[src/rtl/cl_pcis_rd_pkg.sv]
// Shared types and constants for the PCIS read-response path.
package cl_pcis_rd_pkg;

    localparam int AR_ID_W  = 6;
    localparam int AR_LEN_W = 8;

    localparam logic [1:0] RESP_OKAY   = 2'b00;
    localparam logic [1:0] RESP_SLVERR = 2'b10;
    localparam logic [2:0] SIZE_64B    = 3'b110;

    typedef struct packed {
        logic [AR_ID_W-1:0]  id;
        logic [AR_LEN_W-1:0] len;
        logic                err;
    } ar_entry_t;

endpackage

[src/rtl/cl_pcis_ar_fifo.sv]
// Small synchronous FIFO holding queued AR requests; head is visible combinationally.
module cl_pcis_ar_fifo
    import cl_pcis_rd_pkg::*;
#(
    parameter type entry_t = ar_entry_t,
    parameter int  DEPTH   = 4,
    localparam int AW      = $clog2(DEPTH),
    localparam int CW      = $clog2(DEPTH) + 1
) (
    input  logic          clk,
    input  logic          rst_n,
    input  logic          push,
    input  entry_t        din,
    input  logic          pop,
    output entry_t        dout,
    output logic          full,
    output logic          empty,
    output logic [CW-1:0] count
);

    entry_t        mem [DEPTH];
    logic [AW-1:0] wr_ptr_q, wr_ptr_d;
    logic [AW-1:0] rd_ptr_q, rd_ptr_d;
    logic [CW-1:0] count_q, count_d;
    logic          do_push, do_pop;

    assign full    = (count_q == CW'(DEPTH));
    assign empty   = (count_q == '0);
    assign count   = count_q;
    assign dout    = mem[rd_ptr_q];
    assign do_push = push & ~full;
    assign do_pop  = pop & ~empty;

    // DEPTH is a power of two, so the pointers wrap for free.
    always_comb begin
        wr_ptr_d = wr_ptr_q;
        rd_ptr_d = rd_ptr_q;
        count_d  = count_q;
        if (do_push) wr_ptr_d = wr_ptr_q + AW'(1);
        if (do_pop)  rd_ptr_d = rd_ptr_q + AW'(1);
        case ({do_push, do_pop})
            2'b10:   count_d = count_q + CW'(1);
            2'b01:   count_d = count_q - CW'(1);
            default: count_d = count_q;
        endcase
    end

    always_ff @(posedge clk or negedge rst_n) begin
        if (!rst_n) begin
            wr_ptr_q <= '0;
            rd_ptr_q <= '0;
            count_q  <= '0;
        end else begin
            wr_ptr_q <= wr_ptr_d;
            rd_ptr_q <= rd_ptr_d;
            count_q  <= count_d;
        end
    end

    always_ff @(posedge clk) begin
        if (do_push) mem[wr_ptr_q] <= din;
    end

endmodule

[src/rtl/cl_pcis_rd_resp.sv]
// AXI4 read-response generator: queues AR requests and shapes the result stream into R bursts.
module cl_pcis_rd_resp
    import cl_pcis_rd_pkg::*;
#(
    parameter int  ID_W     = 6,
    parameter int  LEN_W    = 8,
    parameter int  DATA_W   = 512,
    parameter int  AR_DEPTH = 4,
    localparam int CW       = $clog2(AR_DEPTH) + 1
) (
    input  logic              clk,
    input  logic              rst_n,
    input  logic [ID_W-1:0]   arid,
    input  logic [LEN_W-1:0]  arlen,
    input  logic [2:0]        arsize,
    input  logic              arvalid,
    output logic              arready,
    input  logic [DATA_W-1:0] s_tdata,
    input  logic              s_tvalid,
    output logic              s_tready,
    output logic [ID_W-1:0]   rid,
    output logic [DATA_W-1:0] rdata,
    output logic [1:0]        rresp,
    output logic              rlast,
    output logic              rvalid,
    input  logic              rready,
    output logic [CW-1:0]     ar_outstanding,
    output logic              size_err
);

    typedef enum logic {ST_IDLE, ST_BURST} state_t;

    typedef struct packed {
        logic [ID_W-1:0]  id;
        logic [LEN_W-1:0] len;
        logic             err;
    } ar_req_t;

    state_t           state_q, state_d;
    logic [LEN_W-1:0] beat_cnt_q, beat_cnt_d;
    logic [ID_W-1:0]  cur_id_q, cur_id_d;
    logic             cur_err_q, cur_err_d;
    logic             size_err_q, size_err_d;

    ar_req_t          push_entry, head;
    logic             q_full, q_empty, push, pop, load, in_burst, beat_done;
    logic [CW-1:0]    q_count;

    assign push_entry = '{id: arid, len: arlen, err: (arsize != SIZE_64B)};
    assign arready    = ~q_full;
    assign push       = arvalid & ~q_full;

    cl_pcis_ar_fifo #(
        .entry_t (ar_req_t),
        .DEPTH   (AR_DEPTH)
    ) u_ar_fifo (
        .clk   (clk),
        .rst_n (rst_n),
        .push  (push),
        .din   (push_entry),
        .pop   (pop),
        .dout  (head),
        .full  (q_full),
        .empty (q_empty),
        .count (q_count)
    );

    // Stream-to-R is pure wiring in BURST so bursts run at one beat per cycle.
    assign in_burst       = (state_q == ST_BURST);
    assign beat_done      = in_burst & s_tvalid & rready;
    assign rvalid         = in_burst & s_tvalid;
    assign s_tready       = in_burst & rready;
    assign rdata          = s_tdata;
    assign rid            = cur_id_q;
    assign rlast          = in_burst & (beat_cnt_q == '0);
    assign rresp          = cur_err_q ? RESP_SLVERR : RESP_OKAY;
    assign ar_outstanding = q_count;
    assign size_err       = size_err_q;
    assign size_err_d     = size_err_q | (push & push_entry.err);

    always_comb begin
        state_d    = state_q;
        beat_cnt_d = beat_cnt_q;
        cur_id_d   = cur_id_q;
        cur_err_d  = cur_err_q;
        load       = 1'b0;
        case (state_q)
            ST_IDLE: begin
                if (!q_empty) begin
                    load    = 1'b1;
                    state_d = ST_BURST;
                end
            end
            ST_BURST: begin
                if (beat_done) begin
                    if (beat_cnt_q != '0) beat_cnt_d = beat_cnt_q - LEN_W'(1);
                    else if (!q_empty)    load       = 1'b1;
                    else                  state_d    = ST_IDLE;
                end
            end
            default: state_d = ST_IDLE;
        endcase
        // Reloading on the final beat keeps back-to-back bursts bubble-free.
        if (load) begin
            cur_id_d   = head.id;
            cur_err_d  = head.err;
            beat_cnt_d = head.len;
        end
    end

    assign pop = load;

    always_ff @(posedge clk or negedge rst_n) begin
        if (!rst_n) begin
            state_q    <= ST_IDLE;
            beat_cnt_q <= '0;
            cur_id_q   <= '0;
            cur_err_q  <= 1'b0;
            size_err_q <= 1'b0;
        end else begin
            state_q    <= state_d;
            beat_cnt_q <= beat_cnt_d;
            cur_id_q   <= cur_id_d;
            cur_err_q  <= cur_err_d;
            size_err_q <= size_err_d;
        end
    end

endmodule

[config.mk]
export PLATFORM = sky130hd
export DESIGN_NAME = cl_pcis_rd_resp
export DESIGN_NICKNAME = d
export VERILOG_FILES = /design/src/rtl/cl_pcis_rd_pkg.sv /design/src/rtl/cl_pcis_ar_fifo.sv /design/src/rtl/cl_pcis_rd_resp.sv
export SDC_FILE = /design/constraint.sdc
export NUM_CORES = 1
export LEC_CHECK = 0
export ABC_CLOCK_PERIOD_IN_PS = 8150
export BUFFER_PORTS_ARGS = -buffer_cell sky130_fd_sc_hd__buf_2
export CORE_AREA = 5 5 410 412
export CTS_BUF_LIST = sky130_fd_sc_hd__clkbuf_16
export DETAILED_ROUTE_END_ITERATION = 10
export DIE_AREA = 0 0 415 417
export SLEW_MARGIN = 20
export SYNTH_ARGS = -nofsm -noshare
export SYNTH_HDL_FRONTEND = slang
export SYNTH_SLANG_ARGS = --single-unit
export TNS_END_PERCENT = 30
[constraint.sdc]
create_clock -name clk -period 8.15 [get_ports clk]
set_clock_uncertainty 0.2 [all_clocks]
set_input_delay 0.815 -clock clk [delete_from_list [all_inputs] [get_ports clk]]
set_output_delay 0.815 -clock clk [all_outputs]
set_load 0.05 [all_outputs]
==> After elaboration in Yosys (flattened, before gate mapping) <==
Memories as Yosys holds them, arrays and structs flattened.
Index checks and enable logic that the tools add are counted.
{ "totals": {"mem_bits_ro": 0, "in_bits": 534, "reg_bits": 24, "mem_bits_rw": 60, "out_inout_bits": 528, "mem_count": 1, "elab_cells": 53, "latch_bits": 0} }
{ "op_classes": {"n_eq_ne": 4, "mux": 15, "n_reduce_logical": 8, "multipliers": 0, "n_lt_le_gt_ge": 0, "bitwise": 12, "n_addsub": 5, "div_mod_pow": 0, "shifts": 0} }
{ "memory_table": {"columns": ["name", "words", "width", "rd", "rd_ports_with_merged_regs", "write_ports", "line", "text"], "rows": [
  ["u_ar_fifo.mem", 4, 15, 1, 0, 1, "cl_pcis_ar_fifo.sv:21", "entry_t mem [DEPTH];"]
]} }
{ "ops": {"columns": ["cell", "count"], "rows": [
  ["$mux 8", 4],
  ["$and 1x1->1", 8],
  ["$logic_not 8->1", 1],
  ["$reduce_bool 2->1", 4],
  ["$reduce_bool 8->1", 1],
  ["$sub 8x1->8 const B", 1],
  ["$mux 1", 7],
  ["$pmux 3 s2", 1],
  ["$add 2x1->2 const B", 2],
  ["$pmux 1 s2", 2],
  ["$add 3x1->3 const B", 1],
  ["$eq 3x3->1 const B", 1],
  ["$logic_not 3->1", 1],
  ["$ne 3x3->1 const B", 1],
  ["$not 1->1", 3],
  ["$reduce_and 3->1", 1],
  ["$sub 3x1->3 const B", 1],
  ["$eq 2x1->1 const B", 1],
  ["$eq 2x2->1 const B", 1],
  ["$mux 2", 1],
  ["$or 1x1->1", 1]
]} }

==> Longest topological paths before layout <==
Gate-level depths: netlist (run 1).
{ "depth": {"word_depth": 8, "mapped_depth": 13, "depth_no_buf": 12} }

==> Cells and area by module <==
From an unflattened synthesis (run 1), not the netlist that was laid out.
{ "hier_totals": {"cells_unflattened": 712, "area_unflattened_um2": 7394.6} }
{ "by_module_without_submodules": {"columns": ["mod", "cells_each", "area_each_um2", "n_inst"], "rows": [
  ["cl_pcis_rd_resp", 596, 4762.1, 1],
  ["cl_pcis_ar_fifo", 116, 2632.5, 1]
]} }

==> Worst setup path after synthesis (run 1) <==
Ideal clock, no wire load.
{ "synth_path": {"path_type": "register to register", "startpoint": "reg beat_cnt_q[0]", "endpoint": "reg u_ar_fifo.count_q[2], in the netlist u_ar_fifo.count[2]", "setup_ns": 0.082, "slack_ns": 5.174, "path_stages_with_launch": 14, "arrival_ns": 2.695, "path_cell_list": "dfrtp_1 -> inv_1 -> ha_1 -> or3b_2 -> o31ai_4 -> nand2_4 -> buf_6 -> inv_1 -> ha_1 -> inv_1 -> fa_1 -> xor2_1 -> nor2_1 -> xor2_1"} }
{ "synth_via": {"elab_chain_cells": 7} }
{ "synth_lines": {"columns": ["element", "line", "text"], "rows": [
  ["from (decl)", "cl_pcis_rd_resp.sv:40", "logic [LEN_W-1:0] beat_cnt_q, beat_cnt_d;"],
  ["from (signal assigned)", "cl_pcis_rd_resp.sv:122", "beat_cnt_q <= beat_cnt_d;"],
  ["$reduce_bool 8->1 *", "cl_pcis_rd_resp.sv:96", "if (beat_cnt_q != '0) beat_cnt_d = beat_cnt_q - LEN_W'(1);"],
  ["$mux 1 *", "cl_pcis_rd_resp.sv:96", null],
  ["$mux 1 *", "cl_pcis_rd_resp.sv:95", "if (beat_done) begin"],
  ["$pmux 1 s2 *", "cl_pcis_rd_resp.sv:87", "case (state_q)"],
  ["$and 1x1->1 *", "cl_pcis_ar_fifo.sv:32", "assign do_pop = pop & ~empty;"],
  ["via u_ar_fifo.do_pop", "cl_pcis_ar_fifo.sv:25", "logic do_push, do_pop;"],
  ["$eq 2x1->1 / $eq 2x2->1 (equally long branches)", "cl_pcis_ar_fifo.sv:41", "case ({do_push, do_pop})"],
  ["$pmux 3 s2 / $reduce_bool 2->1 (equally long branches)", null, null],
  ["to (signal assigned)", "cl_pcis_ar_fifo.sv:56", "count_q <= count_d;"],
  ["to (decl)", "cl_pcis_ar_fifo.sv:24", "logic [CW-1:0] count_q, count_d;"]
]} }
The timed path passes the listed nets; every way through them passes the cells marked *.
A chain may end at the register's enable or synchronous reset.

==> Worst setup path after layout (run 1) <==
Ends and elaborated chain as after synthesis.

==> results by group, run 1 <==
Die
  – DIE HEIGHT: 417 um
  – # rows: 149
  – CORE AREA: 164000 um2
  – Starting Density: 4.49%
  – I/O pin total: 1062
  – Die span in x: 415 um
  – Die area: 173000 um2

Yosys
  – Post-Syn Area per Cell: 10.4 um2
  – Top post-synthesis cells by area: buf_4, edfxtp_1, dfrtp_1, mux4_2, mux2_4
  – Synth Register Bits: 84
  – Main synth FF type: edfxtp_1
  – Post-Syn Area: 7370 um2
  – Async SR Flop Fraction: 28.6%
  – Post-synth top area cell: buf_4
  – Top cell type's share of synthesized area: 52.3%
  – Synth Instances: 707
  – Post-synth EDFFs: 60
  – Net Count, Synth: 1249
  – Netlist cell types: 43
  – YS warnings: 0
  – Register area share after synthesis: 32.6%

STA
  – Final Hold Viols: 0
  – Worst slew pin tran: 0.915 ns
  – Count of final setup violators: 0
  – Setup TNS: 0 ns
  – Tmin final: 3.18 ns
  – Slew Viols, Final: 0
  – Final cycle utilization of the critical path: 39.1%
  – Max Clock Freq: 314 MHz
  – Rel. slew slack: 39.0%
  – RSZ-0062 raised after global routing: no

Layout
  – Layout overhead on the synthesized area: -9.13%
  – Commonest non-fill, non-tap cells in the layout: edfxtp_1, buf_2, dfrtp_1
  – Most common cell after layout, fill and taps aside: edfxtp_1
  – Final instance area: 6700 um2
  – Final net count: 776
  – Fraction of layout cells with a size suffix above 1: 36.0%
  – Fillers: 19500

Setup path
  – CP Launch Type: register
  – R2R Setup Slk: 4.97 ns
  – Crit-path max cell delay: 0.53 ns
  – Cell mode on critical path: inv_1
  – Crit path max-delay family: simple AND/OR/NAND/NOR gates
  – CP Capture Type: register
  – Crit-path cells: inv_1, ha_1, or3b_2, o31ai_4, nand2_4, inv_1, ha_1, inv_1, fa_1, xor2_1, nor2_1, xor2_1
  – CP Class: register to register
  – CP required: 8.21 ns
  – CP max FO: 17
  – CP Data Arrival Time: 3.24 ns
  – Buf+Inv Stages, Crit Path: 3
  – Slowest-stage cell, CP: or3b_2

Power
  – Max VDD drop: 0.127 mV
  – LEAKAGE: 1.57 nW
  – PwrDens: 230 nW/um2

Place
  – IO buf count: 36
  – RD Place Congestion: 0.833
  – Detailed Place HPWL: 114000 um
  – Area of placed instances: 6400 um2

Clock tree
  – CTS Buffer Depth: 2
  – Clock Root Buffer: clkbuf_16
  – H-tree depth: 3
  – Clock slew at reported path FFs: 0.07 ns
  – Clock Latency Late Sink: 0.33 ns
  – CTS tree: built
  – Postcts setup bufs: 0
  – Cts bufs inserted: 9
  – Hold Buf Count CTS: 0
  – Clock sink total: 84
  – Resized cells post-CTS: 0

Detailed routing
  – Pre-antenna DRT Iters: 4
  – Routed vias: 3066
  – Final WL: 119000 um
  – Via density: 1.26
  – Initial DRC Count: 118
  – DRT antenna net count: 0
  – DR WL/cell: 48.9 um
  – # DRC: 0

Flow run
  – Maximum capacitance violations: 0

Global route
  – Grt ovf: 0
  – Initial antenna violation count: 12
  – GRT Util Overall: 13.1%
  – Vias in the first global route: 3164
  – Largest net degree at the start of global routing: 25
  – First-pass GRT wire length: 127000 um

Hold path
  – HP Class: register to register

Run status
  – Status: finished, final reports clean
## cells in the mapped netlist (2+ instances only)
cell type / count
inv_1: 10
and2_1: 2
nor2_1: 3
dfrtp_1: 24
and3_1: 7
clkbuf_1: 3
edfxtp_1: 60
nand3_1: 3
nor3_1: 3
mux4_2: 15
o2111ai_1: 2
buf_2: 2
ha_1: 7
xor2_1: 2
mux2_2: 8
xnor2_1: 9
buf_4: 514
nand2_1: 2
mux2_4: 7
## through the flow
| step | utilization (%) | hold WS, ns | power, mW | setup WS [ns] | std cells |
|---|---|---|---|---|---|
| after global placement | 3.90 | 0.241 | 1.17 | 4.96 | 2412 |
| final | 4.08 | 0.260 | 1.54 | 4.97 | 2430 |
| after CTS | 4.08 | 0.263 | 1.58 | 4.95 | 2428 |
| after detailed placement | 3.90 | 0.246 | 1.18 | 4.96 | 2412 |
| after floorplan | - | 0.281 | 1.70 | 5.17 | 707 |
| after global routing | 4.08 | 0.289 | 1.64 | 4.78 | 2428 |
## cell families (layout without fill, tap and decap cells)
kind of cell / count (synthesis) / in the layout / synth area share, %
buffers and inverters: 530 / 62 / 53.3
DFF: 84 / 84 / 32.6
muxes: 31 / 31 / 7.37
and+or+nand+nor: 31 / 31 / 2.58
AOI/OAI and AO/OA: 11 / 11 / 1.36
xor gates and xnor gates: 11 / 11 / 1.31
adders and majority gates: 8 / 8 / 1.46
other: 1 / 3 / 0.0509
## sequential cells by signal, indices dropped and copies added (netlist names)
register,flops
u_ar_fifo.rd_ptr_q,2
u_ar_fifo.count,3
in_burst,1
rid,6
beat_cnt_q,8
u_ar_fifo.mem,60
cur_err_q,1
size_err,1
u_ar_fifo.wr_ptr_q,2
## routing by layer
| layer | vias up | track usage (%) | share of wire (%) | wire length [um] |
|---|---|---|---|---|
| met4 | 8 | 2.49 | 2.4 | 2800 |
| met5 | - | 1.97 | 0.37 | 437 |
| li1 | 829 | - | - | - |
| met1 | 1124 | 3.68 | 9.7 | 11500 |
| met3 | 100 | 22.8 | 37 | 43600 |
| met2 | 1005 | 23.6 | 51 | 60600 |
## path summary, 6_finish.rpt
kind,cells past startpoint,endpoint,from
min in group asynchronous,1,u_ar_fifo.wr_ptr_q[0],rst_n
max in group asynchronous,1,u_ar_fifo.rd_ptr_q[0],rst_n
setup / recovery,12,u_ar_fifo.count[2],beat_cnt_q[0]
hold reg to reg,1,size_err,size_err
hold / removal,1,size_err,size_err
setup reg to reg,12,u_ar_fifo.count[2],beat_cnt_q[0]
## power breakdown
part / internal, mW / total, mW / switching (mW)
registers: 0.581 / 0.684 / 0.103
logic: 0.195 / 0.464 / 0.269
clock network: 0.236 / 0.394 / 0.158
## layout make-up
cell class                 count  area, um2  share of cell area (%)
tap                         2189       2740                    40.9
sequential                    84       2400                    35.9
multi-input combinational     93       1040                    15.5
clock buffer                   9        225                    3.36
timing repair buffer          36        180                    2.69
clock inverter                 7       67.6                    1.01
inverter                      10       37.5                   0.560
antenna                        2       5.00                  0.0747
(Power assumes the default switching activity.)
==> run 2, diff against run 1 <==
Settings changed: ABC_CLOCK_PERIOD_IN_PS 8150 to 2600, CORE_AREA 5 5 410 412 to 5 5 412 414, DIE_AREA 0 0 415 417 to 0 0 417 419.
Clock period 8.15 ns to 2.6 ns, I/O delays scaled along.
==> run 2 against run 1 <==
Final cell count rose by 2.1%. Total power rose to 3.4 times the previous value. Die area rose by 0.96%. Combinational power rose to 4.1 times the previous value. Worst hold slack got worse by 0.00083 ns. Register-to-register slack got worse by 4.9 ns. Wire length fell by 2.3%. Largest cell class unchanged.
==> results by group, run 2 (same netlist as run 1, synthesis figures left out) <==
Run status
  – Status: finished, final reports clean

Clock tree
  – Clock Latency Late Sink: 0.34 ns
  – H-tree depth: 3
  – CTS tree: built
  – Cts bufs inserted: 9
  – CTS Buffer Depth: 2
  – Resized cells post-CTS: 0
  – Clock sink total: 84
  – Clock slew at reported path FFs: 0.07 ns
  – Clock Root Buffer: clkbuf_16

STA
  – Slew Viols, Final: 0
  – RSZ-0062 raised after global routing: yes
  – Count of final setup violators: 0
  – Worst slew pin tran: 0.610 ns
  – Final Hold Viols: 0
  – Rel. slew slack: 59.4%
  – Max Clock Freq: 389 MHz
  – Tmin final: 2.57 ns
  – Final cycle utilization of the critical path: 99.0%

Power
  – Max VDD drop: 0.396 mV
  – LEAKAGE: 1.74 nW
  – PwrDens: 729 nW/um2
  – Total power draw: 5.17 mW

Layout
  – Commonest non-fill, non-tap cells in the layout: edfxtp_1, buf_2, dfrtp_1
  – Top reg by flops: u_ar_fifo.mem
  – Util after Layout: 4.27%
  – Fraction of layout cells with a size suffix above 1: 42.2%
  – Final net count: 812
  – Layout Cells excl Fill: 2482
  – Max reg flops: 60
  – Layout overhead on the synthesized area: -3.89%
  – Final instance area: 7090 um2
  – Most common cell after layout, fill and taps aside: edfxtp_1

Setup path
  – CP Launch Type: register
  – CP Capture Type: register
  – Crit path max-delay family: simple AND/OR/NAND/NOR gates
  – Crit Reg-Reg Endpoint: u_ar_fifo.count[2]
  – CP Data Arrival Time: 2.64 ns
  – Slowest-stage cell, CP: dfrtp_1
  – Worst r2r src: beat_cnt_q[0]
  – Crit-path max cell delay: 0.39 ns
  – CP max FO: 2
  – CP required: 2.66 ns
  – FF-to-FF path depth: 12
  – Buf+Inv Stages, Crit Path: 3
  – Crit-path cells: inv_2, ha_4, or3b_4, o31ai_4, nand2_4, inv_4, ha_4, inv_2, fa_2, xor2_1, nor2_1, xor2_1
  – CP Class: register to register
  – R2R Setup Slk: 0.03 ns

Global route
  – Vias in the first global route: 3325
  – GRT Util Overall: 12.7%
  – Largest net degree at the start of global routing: 25
  – Grt ovf: 0
  – Initial antenna violation count: 12
  – First-pass GRT wire length: 124000 um

Hold path
  – Hold Crit Endpoint: u_ar_fifo.mem[1][0]
  – HP Class: primary input to register
  – Min-delay src: arsize[2]
  – Hold path cells: 2

Die
  – Die span in x: 417 um
  – Die area: 175000 um2
  – DIE HEIGHT: 419 um
  – # rows: 150
  – CORE AREA: 166000 um2
  – I/O pin total: 1062
  – Starting Density: 4.44%

Flow run
  – Maximum capacitance violations: 0

Place
  – Area of placed instances: 6590 um2
  – Detailed Place HPWL: 111000 um
  – IO buf count: 36
  – Placed Instances: 2445
  – RD Place Congestion: 0.831

Detailed routing
  – # DRC: 0
  – Pre-antenna DRT Iters: 4
  – DRT antenna net count: 0
  – Initial DRC Count: 208
  – Final WL: 116000 um
  – DR WL/cell: 46.8 um
  – Routed vias: 3176
  – Via density: 1.28
-- run 2: cell types whose count changed in the layout (fill, tap and decap cells not counted), sizes merged --
cell | before | now
diode | 2 | 3
inv | 12 | 15
dlygate4sd3 | 0 | 15
buf | 36 | 57
clkinv | 3 | 0
-- run 2: how the worst max path moves through the flow --
| stage | from | end | slack (ns) | cells past startpoint |
|---|---|---|---|---|
| floorplan | beat_cnt_q[1] | u_ar_fifo.count[2] | -0.18 | 13 |
| global placement | beat_cnt_q[1] | u_ar_fifo.count[2] | -0.05 | 12 |
| detailed placement | beat_cnt_q[1] | u_ar_fifo.count[2] | -0.05 | 12 |
| CTS | beat_cnt_q[0] | u_ar_fifo.count[2] | -0.005 | 12 |
| global route | beat_cnt_q[0] | u_ar_fifo.count[2] | -0.12 | 12 |
| finish | beat_cnt_q[0] | u_ar_fifo.count[2] | 0.03 | 12 |
-- run 2: area by class of cell --
type	count	area, um2
Clock buffer	9	225
Tap cell	2204	2760
Sequential cell	84	2400
Clock inverter	7	88.8
Inverter	10	40.0
Fill cell	19600	159000
Antenna cell	3	7.51
Multi-Input combinational cell	93	1080
Timing Repair Buffer	72	488
-- run 2: routing by layer --
metal | vias up | GRT usage (%) | routed length, um
li1 | 899 | - | -
met4 | 6 | 2.19 | 2380
met3 | 101 | 21.9 | 42000
met2 | 985 | 23.2 | 60100
met1 | 1185 | 3.61 | 11600
met5 | - | 0.806 | 119
-- run 2: what timing repair did --
| item | CTS | global route |
|---|---|---|
| hold buffers | 15 | 0 |
| setup buffers | 3 | 0 |
| endpoints found under the hold margin | 80 | 0 |
| setup endpoints to repair | 1 | 1 |
| cloned | 0 | 0 |
| pin swaps | 5 | 0 |
-- run 2: stage by stage --
| stage | hold WS (ns) | setup WS [ns] | TNS [ns] |
|---|---|---|---|
| final | 0.259 | 0.0261 | 0 |
| after global routing | 0.292 | -0.123 | -0.123 |
| after CTS | 0.240 | -0.00465 | -0.00465 |
| after detailed placement | 0.113 | -0.0451 | -0.0451 |
| after global placement | 0.107 | -0.0485 | -0.0485 |
| after floorplan | -0.236 | -0.185 | -0.258 |
-- run 2: report_power, final --
part	leakage, nW	switching (mW)	total (mW)	internal (mW)
sequential	0.830	0.143	1.96	1.82
clock	0.152	0.559	1.33	0.771
combinational	0.759	1.09	1.88	0.794
total	1.74	1.79	5.17	3.38
